## config.mk

```make
export PLATFORM = sky130hd
export DESIGN_NAME = pipeline_stage_skid
export DESIGN_NICKNAME = d
export VERILOG_FILES = /design/src/rtl/pipeline_stage_skid.sv
export SDC_FILE = /design/constraint.sdc
export NUM_CORES = 1
export LEC_CHECK = 0
export ABC_AREA = 1
export BUFFER_PORTS_ARGS = -buffer_cell sky130_fd_sc_hd__buf_2
export CORE_MARGIN = 5
export CORE_UTILIZATION = 55
export CTS_BUF_LIST = sky130_fd_sc_hd__clkbuf_4 sky130_fd_sc_hd__clkbuf_8
export CTS_CLUSTER_DIAMETER = 150
export DETAILED_ROUTE_END_ITERATION = 16
export GPL_TIMING_DRIVEN = 0
export PLACE_DENSITY_LB_ADDON = 0.15
export SLEW_MARGIN = 40
export SYNTH_ARGS = -nofsm -noshare
export SYNTH_HDL_FRONTEND = slang
export SYNTH_SLANG_ARGS = --single-unit
```

## constraint.sdc

```tcl
create_clock -name CLK -period 1.44 [get_ports CLK]
set_clock_uncertainty 0.05 [all_clocks]
set_input_delay 0.072 -clock CLK [delete_from_list [all_inputs] [get_ports CLK]]
set_output_delay 0.072 -clock CLK [all_outputs]
set_load 0.05 [all_outputs]
```

## src/rtl/pipeline_stage_skid.sv

```systemverilog
// pipeline_stage_skid
//   Inter-stage pipeline register with a valid/ready handshake. It carries a
//   datapath payload and a control bundle from one pipeline stage to the next.
//   Back-pressure propagates upstream through in_ready. A flush squashes every
//   held entry and any entry offered in the same cycle. While the stage is
//   empty, out_ctrl reads all-zero, so the downstream stage sees a NOP bubble.
//
//   SKID=1 : 2-entry skid buffer. in_ready is decoded from registered state only,
//            so the stall path from out_ready to in_ready is broken.
//   SKID=0 : single register. in_ready = !out_valid | out_ready (combinational).
//
// Ports
//   CLK        clock, rising edge
//   nRST       synchronous active-low reset
//   flush      squash held entries and the entry offered this cycle
//   in_valid   upstream offers in_data/in_ctrl
//   in_ready   stage accepts this cycle
//   in_data    payload from upstream          [DATA_W]
//   in_ctrl    control bundle from upstream   [CTRL_W]
//   out_valid  out_data/out_ctrl hold a valid entry
//   out_ready  downstream accepts
//   out_data   payload to downstream; holds its last value while empty
//   out_ctrl   control to downstream; zero while out_valid=0
//   occ        number of entries held (0..2)
module pipeline_stage_skid #(
  parameter int DATA_W = 32,
  parameter int CTRL_W = 16,
  parameter int SKID   = 1
) (
  input  logic              CLK,
  input  logic              nRST,
  input  logic              flush,
  input  logic              in_valid,
  output logic              in_ready,
  input  logic [DATA_W-1:0] in_data,
  input  logic [CTRL_W-1:0] in_ctrl,
  output logic              out_valid,
  input  logic              out_ready,
  output logic [DATA_W-1:0] out_data,
  output logic [CTRL_W-1:0] out_ctrl,
  output logic [1:0]        occ
);

  typedef enum logic [1:0] {
    EMPTY = 2'd0,
    ONE   = 2'd1,
    TWO   = 2'd2
  } state_t;

  state_t            state_p0;
  state_t            state_nxt;
  logic [DATA_W-1:0] main_data_p0;
  logic [CTRL_W-1:0] main_ctrl_p0;
  logic [DATA_W-1:0] skid_data_p0;
  logic [CTRL_W-1:0] skid_ctrl_p0;

  logic in_xfer;
  logic out_xfer;
  logic load_main_in;
  logic load_main_skid;
  logic load_skid;

  always_comb begin
    if (SKID != 0) in_ready = (state_p0 != TWO);
    else           in_ready = (state_p0 == EMPTY) || out_ready;
  end

  assign out_valid = (state_p0 != EMPTY);
  // An entry offered in a flush cycle is dropped even when in_ready reads 1.
  assign in_xfer   = in_valid && in_ready && !flush;
  assign out_xfer  = out_valid && out_ready;

  always_comb begin
    state_nxt      = state_p0;
    load_main_in   = 1'b0;
    load_main_skid = 1'b0;
    load_skid      = 1'b0;
    if (flush) begin
      state_nxt = EMPTY;
    end else begin
      case (state_p0)
        EMPTY: begin
          if (in_xfer) begin
            load_main_in = 1'b1;
            state_nxt    = ONE;
          end
        end
        ONE: begin
          if (in_xfer && out_xfer) begin
            load_main_in = 1'b1;
          end else if (in_xfer) begin
            // Only reachable with the skid register present: without it,
            // in_ready is low whenever the held entry cannot leave.
            if (SKID != 0) begin
              load_skid = 1'b1;
              state_nxt = TWO;
            end
          end else if (out_xfer) begin
            state_nxt = EMPTY;
          end
        end
        TWO: begin
          if (out_ready) begin
            load_main_skid = 1'b1;
            state_nxt      = ONE;
          end
        end
        default: state_nxt = EMPTY;
      endcase
    end
  end

  // ---- stage boundary: state and entry registers ----
  always_ff @(posedge CLK) begin
    if (!nRST) begin
      state_p0     <= EMPTY;
      main_data_p0 <= '0;
      main_ctrl_p0 <= '0;
      skid_data_p0 <= '0;
      skid_ctrl_p0 <= '0;
    end else begin
      state_p0 <= state_nxt;
      if (load_main_in) begin
        main_data_p0 <= in_data;
        main_ctrl_p0 <= in_ctrl;
      end else if (load_main_skid) begin
        main_data_p0 <= skid_data_p0;
        main_ctrl_p0 <= skid_ctrl_p0;
      end
      if (load_skid) begin
        skid_data_p0 <= in_data;
        skid_ctrl_p0 <= in_ctrl;
      end
    end
  end

  assign out_data = main_data_p0;
  assign out_ctrl = out_valid ? main_ctrl_p0 : '0;
  assign occ      = (state_p0 == TWO) ? 2'd2 : ((state_p0 == ONE) ? 2'd1 : 2'd0);

endmodule

```

==> flow_summary.toml, run 1 <==
[cts]
htree_num_levels = 3
insertion_delay_ns = 0.36
cts_sinks = 98
numCtsBuffers = 9
path_clk_slew_ns = 0.10
cts_tree = "yes"
cts_root_buffer = "clkbuf_8"
clockBufferDepth = 2

[placement]
place_inst = 865
gp_congestion = 0.858
hpwl_um = 9810
port_buffers = 104

[synthesis]
synth.distinct_cells = 22
async_flop_share_pct = 0
yosysWarnings = 0
synth_flop_cell = "dfxtp_1"
synthCells = 653
synth_seq_cells = 98
syn-cell-area_um2 = 4840
synth-edff-count = 0
synth_nets = 706
avgSynthCellArea_um2 = 7.41
ys_seq_area_share_pct = 40.5

[setup_path]
cp-end-kind = "output port"
reg2reg_depth = 8
crit_end = "out_ctrl[11]"
crit_path_top_delay_cell = "dfxtp_2"
arrival_ns = 1.49
r2r_end = "main_ctrl_p0[2]"
crit_cells = 6
max_stage_delay_ns = 0.37
critPathRequiredTime_ns = 1.32
start_kind = "register"
path_cells = "inv_4 > nand2_4 > clkinvlp_4 > clkbuf_16 > nor2_4 > buf_6"
cp_top_family = "buffers and inverters"
crit_start = "state_p0[1]"
cp_max_fo = 5
r2r_start = "state_p0[1]"
rrSetupSlack_ns = -0.06
worstSetupPathType = "reg -> out"
worst-path-buf-inv = 4

[power]
swShare_pct = 29.5
peakVddDrop_mv = 0.581
p_clk_share_pct = 33.6
p_int_mw = 4.21
p_total_mw = 5.96
p_leak_nw = 2.68
switchingPower_mw = 1.76
power_frac_comb_pct = 18.5
powerDensity_nw_per_um2 = 905
seqPwrFrac_pct = 47.9

[sta]
fmaxAchievable_mhz = 620
worst_slack_ns = -0.172
tightest_slew_ns = 0.575
fin_crit_sh_pct = 112
setup_tns_ns = -2.83
setup_viol_count_final = 36
rsz0062_at_grt = "true"
min_period_ns = 1.61
finalHoldViolCount = 0
timing.final.max_slew_violations = 0
max_slew_margin_pct = 61.6

[cells_and_area]
fin_cells = 933
area_growth_pct = 36.2
nNetsFinal = 873
diodes = 0
drive_gt1_share_pct = 27.3

[global_routing]
grt_pass1_vias = 5041
grt.total_usage_pct = 26.4
grt_start_max_net_pins = 20
grt_first_pass_wirelength_um = 24300
grt_overflow_total = 0
antenna_found_initial = 0

[routing]
met3_length_um = 981
m1WireLength_um = 6040
top_layer = "met4"
dr.pass1.iters = 5
drt_iter0_drc = 366
drc_errors = 0
wl_per_cell_um = 15.9
vias_per_cell = 5.67
ant_nets = 0
drt_wl_total_um = 14800
wl_met2_um = 7440
routed-via-count = 5292

[job]
max-cap-violations = 0

[status]
outcome = "finished, violations left"
violations = "negative setup slack"

[worst_hold_path]
whs_path_depth = 3
hp-class = "in -> reg"

[floorplan]
pin_count = 105
die_x_um = 104
dieArea_um2 = 10800
floorplan.initialDensity_pct = 56.0
placementRows = 34
core_um2 = 8640
die_y_um = 104
per-stage QoR:
| stage | area [um2] | hold WS [ns] | worst slack (ns) | util, % |
|---|---|---|---|---|
| finish | 6590 | 0.0186 | -0.172 | 76.3 |
| global route | 6590 | 0.0110 | -0.233 | 76.3 |
| CTS | 6520 | 0.00215 | -0.152 | 75.5 |
| detailed placement | 5600 | 0.324 | -0.127 | 64.8 |
| global placement | 5600 | 0.316 | -0.102 | 64.8 |
| floorplan | 4940 | 0.194 | -0.0573 | - |
cells by family after synthesis:
kind of cell	synth area share [%]
AND/OR/NAND/NOR	39.8
AO/OA/AOI/OAI	10.3
flip-flops	40.5
buffers and inverters	9.33
worst reg2reg max path, delay by kind of cell (launching register included):
kind	cells	cell delay, ns
simple gates	4	0.45
buf+inv	3	0.38
flops	1	0.37
compound gates	1	0.19
flip-flops by register name (all words and copies together) (netlist names):
name and cells:
out_data 32, main_ctrl_p0 16, skid_ctrl_p0 16, skid_data_p0 32
state_p0 2
cell type report:
cell class	instances	area, um2
plain buffers	65	433
clock buffers	10	131
clock inverters	6	88.8
fillers	652	2040
inverters	24	96.3
multi-input cells	465	2560
flip-flops and latches	98	1970
well taps	108	135
repair buffers	157	1180
Yosys cell counts (5+ instances only):
cell type	number	share of area, %
clkbuf_1	25	1.9
inv_1	19	1.5
nand2_1	148	11
a21oi_1	98	10
buf_2	19	2.0
buf_6	5	1.2
nand3b_1	48	7.4
buf_4	14	2.2
nand3_2	21	4.3
nand3_1	76	7.9
nand4_1	48	6.2
dfxtp_1	98	41
nor2_1	18	1.4
how the worst min path moves through the flow:
stage	startpoint	endpoint	slack, ns
4_1_cts	flush	state_p0[1]	0.002
3_5_place_dp	in_data[14]	skid_data_p0[14]	0.32
6_report	flush	state_p0[0]	0.02
3_3_place_gp	in_data[13]	skid_data_p0[13]	0.32
2_1_floorplan	flush	state_p0[0]	0.19
5_1_grt	flush	state_p0[1]	0.01
per-layer routing:
metal / up-vias / global-route usage [%]
li1: 2553 / -
met1: 2466 / 33.7
met2: 233 / 45.9
met3: 40 / 3.36
met4: 0 / 8.79
met5: - / 0
timing repair:
item | CTS | global route
endpoints found under the setup margin | 68 | 113
resized for setup | 56 | 28
pin swaps | 2 | 1
hold buffers | 48 | 0
cloned | 1 | 0
endpoints found under the hold margin | 48 | 0
buffers inserted | 1 | 3
cell usage in the layout, fill, tap and decap left out, types with 9 or more instances in the layout:
| cell | instances |
|---|---|
| nand2_1 | 148 |
| a21oi_1 | 98 |
| dlygate4sd3_1 | 48 |
| buf_6 | 18 |
| nand3_1 | 76 |
| nand3_2 | 20 |
| buf_8 | 9 |
| nor2_4 | 17 |
| inv_1 | 18 |
| clkbuf_1 | 14 |
| clkbuf_8 | 9 |
| clkbuf_2 | 9 |
| buf_2 | 101 |
| nand4_1 | 48 |
| dfxtp_1 | 96 |
| nand3b_1 | 48 |
| buf_4 | 17 |
power groups by stage:
stage	logic, mW	clock network [mW]	registers, mW
2_1_floorplan	0.462	0	3.12
3_3_place_gp	0.934	0	2.91
3_5_place_dp	0.944	0	2.92
4_1_cts	1.08	2.01	2.85
5_1_grt	1.18	2.14	2.87
6_report	1.10	2.00	2.86
Power figures use the tool's default switching activity.
==> inputs of run 2 (changes only) <==
--- a/config.mk
+++ b/config.mk
@@ -7,7 +7,6 @@
 export LEC_CHECK = 0
 export ABC_AREA = 1
 export BUFFER_PORTS_ARGS = -buffer_cell sky130_fd_sc_hd__buf_2
-export CORE_MARGIN = 5
 export CORE_UTILIZATION = 55
 export CTS_BUF_LIST = sky130_fd_sc_hd__clkbuf_4 sky130_fd_sc_hd__clkbuf_8
 export CTS_CLUSTER_DIAMETER = 150
==> constraint.sdc (replaced) <==
create_clock -name CLK -period 1.89 [get_ports CLK]
set_clock_uncertainty 0.05 [all_clocks]
set_input_delay 0.0945 -clock CLK [delete_from_list [all_inputs] [get_ports CLK]]
set_output_delay 0.0945 -clock CLK [all_outputs]
set_load 0.05 [all_outputs]
==> run 2 against run 1 <==
Flip-flop and latch count unchanged. Clock power down 22%. Die area down 15%. The flow now finishes without violations. Setup slack better by 0.29 ns. Worst hold slack better by 0.026 ns. Final cell count down 0.86%. Power down 24%. Register-to-register slack better by 0.30 ns. Sequential share of layout area up 1.7 points. Largest power group unchanged. Final area down 5.8%. Critical path type unchanged. Routed wire length down 7.1%. Core utilization down 2.2 points.
==> flow_summary.toml, run 2 (synthesized netlist as in run 1, its figures left out) <==
[sta]
min_period_ns = 1.77
timing.hold.ws_ns = 0.0444
finalHoldViolCount = 0
tightest_slew_ns = 0.555
fin_crit_sh_pct = 93.8
rsz0062_at_grt = "false"
setup_viol_count_final = 0
setup_tns_ns = 0
timing.final.max_slew_violations = 0
fmaxAchievable_mhz = 564
max_slew_margin_pct = 63.0

[cells_and_area]
layout_common_cells = "nand2_1, buf_2, a21oi_1, dfxtp_1, nand3_1"
area_growth_pct = 28.4
final_common_cell = "nand2_1"
diodes = 0
drive_gt1_share_pct = 23.3
nNetsFinal = 868

[routing]
drt_iter0_drc = 353
routed-via-count = 5223
drt_wl_total_um = 13800
dr.pass1.iters = 5
ant_nets = 0
drc_errors = 0
vias_per_cell = 5.65
wl_per_cell_um = 14.9

[cts]
htree_num_levels = 3
numCtsBuffers = 9
cts_sinks = 98
cts_tree = "yes"
insertion_delay_ns = 0.37
clockBufferDepth = 2
path_clk_slew_ns = 0.09
post-cts-setup-buffer-count = 0
cts_root_buffer = "clkbuf_8"

[setup_path]
arrival_ns = 1.63
max_stage_delay_ns = 0.42
start_kind = "register"
critPathRequiredTime_ns = 1.75
path_cells = "inv_2 > nand2_2 > inv_1 > clkbuf_2 > nor2_1 > buf_2"
crit_path_top_delay_cell = "dfxtp_1"
worstSetupPathType = "reg -> out"
worst-path-buf-inv = 4
cp_max_fo = 10
cp_top_family = "buffers and inverters"
cp-end-kind = "output port"

[floorplan]
die_x_um = 95.8
floorplan.initialDensity_pct = 57.7
core_um2 = 8380
dieArea_um2 = 9180
die_y_um = 95.8
placementRows = 33
pin_count = 105

[power]
powerDensity_nw_per_um2 = 728
p_clk_share_pct = 34.5
p_total_mw = 4.52
p_leak_nw = 2.58
power_frac_comb_pct = 17.4
switchingPower_mw = 1.26
seqPwrFrac_pct = 48.1
swShare_pct = 27.9
peakVddDrop_mv = 0.479
p_int_mw = 3.26

[placement]
port_buffers = 104
hpwl_um = 9150
gp_congestion = 0.894

[global_routing]
grt_pass1_vias = 4686
grt_first_pass_wirelength_um = 22400
grt.total_usage_pct = 31.2
grt_overflow_total = 0
antenna_found_initial = 0
grt_start_max_net_pins = 15

[worst_hold_path]
hp-class = "in -> reg"

[status]
outcome = "finished, final reports clean"

[job]
max-cap-violations = 0
==> run 2: changes by cell type in the layout (fill, tap and decap cells not counted), sizes merged <==
cell      previous run  this run
buf                149       140
clkinvlp             3         0
clkinv               2         1
clkbuf              35        43
==> run 2: path summary, 6_finish.rpt <==
check | cells past startpoint | slack, ns | to | start
min | 3 | 0.04 | state_p0[1] | flush
min reg2reg | 2 | 0.42 | skid_data_p0[30] | skid_data_p0[30]
max | 6 | 0.12 | out_ctrl[12] | state_p0[0]
max reg2reg | 7 | 0.24 | skid_data_p0[14] | state_p0[1]
==> run 2: layout make-up <==
| cell class | count | area, um2 |
|---|---|---|
| timing repair buffer | 152 | 1020 |
| clock buffer | 14 | 168 |
| clock inverter | 2 | 60.1 |
| buffer | 65 | 359 |
| multi-input combinational | 465 | 2430 |
| inverter | 24 | 90.1 |
| tap | 105 | 131 |
| sequential | 98 | 1960 |
| fill | 669 | 2170 |
==> run 2: routing by layer <==
| layer | wire length [um] | share of wire [%] | track usage (%) | vias up |
|---|---|---|---|---|
| met2 | 6640 | 48 | 52.0 | 247 |
| met5 | 0 | 0 | 0 | - |
| li1 | - | - | - | 2547 |
| met1 | 5880 | 43 | 40.4 | 2389 |
| met4 | 457 | 3.3 | 15.0 | 0 |
| met3 | 788 | 5.7 | 3.08 | 40 |
==> run 2: timing repair <==
action / in CTS / in global routing
endpoints found under the setup margin: 0 / 11
gates resized for setup: 0 / 9
hold buffers: 48 / 0
hold endpoints to repair: 48 / 0
==> run 2: stage by stage <==
step                util (%)  instance area (um2)  setup slack [ns]  instances
floorplan                  -                 4840            0.0608        653
global placement        65.5                 5490             0.378        862
detailed placement      65.5                 5490             0.362        862
CTS                     74.0                 6200           0.00594        926
global route            74.1                 6210           0.00294        925
finish                  74.1                 6210             0.117        925
==> run 2: power by group through the flow <==
stage,combinational (mW),clock [mW],sequential [mW]
floorplan,0.336,0,2.37
global placement,0.693,0,2.22
detailed placement,0.700,0,2.22
CTS,0.777,1.57,2.17
global route,0.848,1.65,2.18
finish,0.787,1.56,2.17
==> run 2: tightest hold or removal path: stages <==
cell	delay [ns]
buf_2	0.15
or2_2	0.14
a21oi_1	0.04
==> inputs of run 3 (changes only) <==
--- a/config.mk
+++ b/config.mk
@@ -7,7 +7,7 @@
 export LEC_CHECK = 0
 export ABC_AREA = 1
 export BUFFER_PORTS_ARGS = -buffer_cell sky130_fd_sc_hd__buf_2
-export CORE_UTILIZATION = 55
+export CORE_UTILIZATION = 51
 export CTS_BUF_LIST = sky130_fd_sc_hd__clkbuf_4 sky130_fd_sc_hd__clkbuf_8
 export CTS_CLUSTER_DIAMETER = 150
 export DETAILED_ROUTE_END_ITERATION = 16
==> constraint.sdc (replaced) <==
create_clock -name CLK -period 1.5 [get_ports CLK]
set_clock_uncertainty 0.05 [all_clocks]
set_input_delay 0.075 -clock CLK [delete_from_list [all_inputs] [get_ports CLK]]
set_output_delay 0.075 -clock CLK [all_outputs]
set_load 0.05 [all_outputs]
==> run 3 against run 2 <==
The run now ends with negative setup slack left. Register-to-register slack got worse by 0.20 ns. Via count shrank 0.80%. Die area increased by 7.7%. Combinational power is 35% higher. Clock-buffer cell count decreased by 4. Non-clock buffer count increased by 7. Sequential share of layout area down 1.8 points. Critical path depth unchanged. Clock power grew 13%. Global-route usage shrank 1.7 points. Final area is 6.2% higher. Critical path type unchanged. Critical endpoint is now out_ctrl[10]. Largest power group unchanged. Highest routed layer unchanged.
==> flow_summary.toml, run 3 (synthesized netlist as in run 1, its figures left out) <==
[global_routing]
antenna_found_initial = 0
grt_start_max_net_pins = 17
grt_first_pass_wirelength_um = 23500
grt_pass1_vias = 4951
grt.total_usage_pct = 29.5
grt_overflow_total = 0

[power]
swShare_pct = 30.4
p_clk_share_pct = 31.7
switchingPower_mw = 1.69
p_total_mw = 5.56
power_frac_comb_pct = 19.0
powerDensity_nw_per_um2 = 844
p_leak_nw = 2.68
seqPwrFrac_pct = 49.2
peakVddDrop_mv = 0.530
p_int_mw = 3.87

[sta]
timing.final.max_slew_violations = 0
min_period_ns = 1.61
worst_slack_ns = -0.114
timing.hold.ws_ns = 0.00593
setup_tns_ns = -1.47
rsz0062_at_grt = "true"
finalHoldViolCount = 0
fin_crit_sh_pct = 108
max_slew_margin_pct = 64.4
fmaxAchievable_mhz = 620
setup_viol_count_final = 16
tightest_slew_ns = 0.535

[job]
max-cap-violations = 0

[cts]
cts_sinks = 98
path_clk_slew_ns = 0.10
clockBufferDepth = 2
htree_num_levels = 3
numCtsBuffers = 9
insertion_delay_ns = 0.36
cts_root_buffer = "clkbuf_8"
cts_tree = "yes"

[routing]
drc_errors = 0
met3_length_um = 680
routed-via-count = 5181
drt_iter0_drc = 344
vias_per_cell = 5.52
wl_per_cell_um = 15.1
drt_wl_total_um = 14200
top_layer = "met4"
m1WireLength_um = 6200
ant_nets = 0
dr.pass1.iters = 5
wl_met2_um = 7100

[cells_and_area]
area_growth_pct = 36.3
final_common_cell = "nand2_1"
final_util_pct = 71.7
nNetsFinal = 875
drive_gt1_share_pct = 27.6
layout_common_cells = "nand2_1, buf_2, a21oi_1, dfxtp_1, nand3_1"
fin_cells = 938
fin_area_um2 = 6600
diodes = 0

[placement]
port_buffers = 104
pre_cts_ws_ns = -0.0743
gp_congestion = 0.870
placed_cell_area_um2 = 5600
hpwl_um = 9170
place_inst = 868

[setup_path]
critPathRequiredTime_ns = 1.37
max_stage_delay_ns = 0.36
path_cells = "inv_4 > nand2_4 > clkinvlp_4 > clkbuf_16 > nor2_4 > buf_6"
start_kind = "register"
arrival_ns = 1.49
cp_max_fo = 5
cp_top_family = "buffers and inverters"
worst-path-buf-inv = 4
worstSetupPathType = "reg -> out"
cp-end-kind = "output port"
crit_path_top_delay_cell = "dfxtp_2"

[floorplan]
die_y_um = 99.4
core_um2 = 9200
floorplan.initialDensity_pct = 52.6
dieArea_um2 = 9880
pin_count = 105
die_x_um = 99.4
placementRows = 35

[status]
outcome = "finished, violations left"
violations = "negative setup slack"

[worst_hold_path]
hp-class = "in -> reg"
[run 3: path summary, 6_finish.rpt]
check                   startpoint          endpoint  slack, ns  depth (start not counted)
setup / recovery       state_p0[1]      out_ctrl[10]      -0.11                          6
hold / removal               flush       state_p0[1]      0.006                          3
setup reg to reg       state_p0[1]      out_data[22]       0.04                          8
hold reg to reg   skid_data_p0[20]  skid_data_p0[20]       0.42                          2
[run 3: area by class of cell]
class                   instances  area [um2]
inverters                      24        96.3
clock buffers                  10         131
well taps                     111         139
flip-flops and latches         98        1970
fillers                       753        2600
repair buffers                159        1190
plain buffers                  65         442
multi-input cells             465        2560
clock inverters                 6        67.6
[run 3: worst reg2reg max path, delay by kind of cell, from the launching register on]
family | cells | cell delay [ns]
flops | 1 | 0.36
compound gates | 1 | 0.15
buf+inv | 3 | 0.37
simple gates | 4 | 0.45
[run 3: metal layers]
layer	vias to the layer above	track usage (%)
met2	168	52.7
met1	2432	37.2
met4	0	9.50
li1	2564	-
met3	17	3.23
met5	-	0
[run 3: power groups by stage]
stage / registers, mW / clock network (mW) / logic (mW)
after floorplan: 2.99 / 0 / 0.443
after global placement: 2.80 / 0 / 0.895
after detailed placement: 2.80 / 0 / 0.903
after CTS: 2.74 / 1.76 / 1.03
after global routing: 2.75 / 1.88 / 1.13
final: 2.74 / 1.76 / 1.06
[run 3: timing repair]
action,in CTS,in global routing
buffers inserted,4,2
setup endpoints to repair,42,80
resized for setup,51,36
hold buffers,48,0
pin swaps,2,1
endpoints found under the hold margin,48,0
cloned,1,0
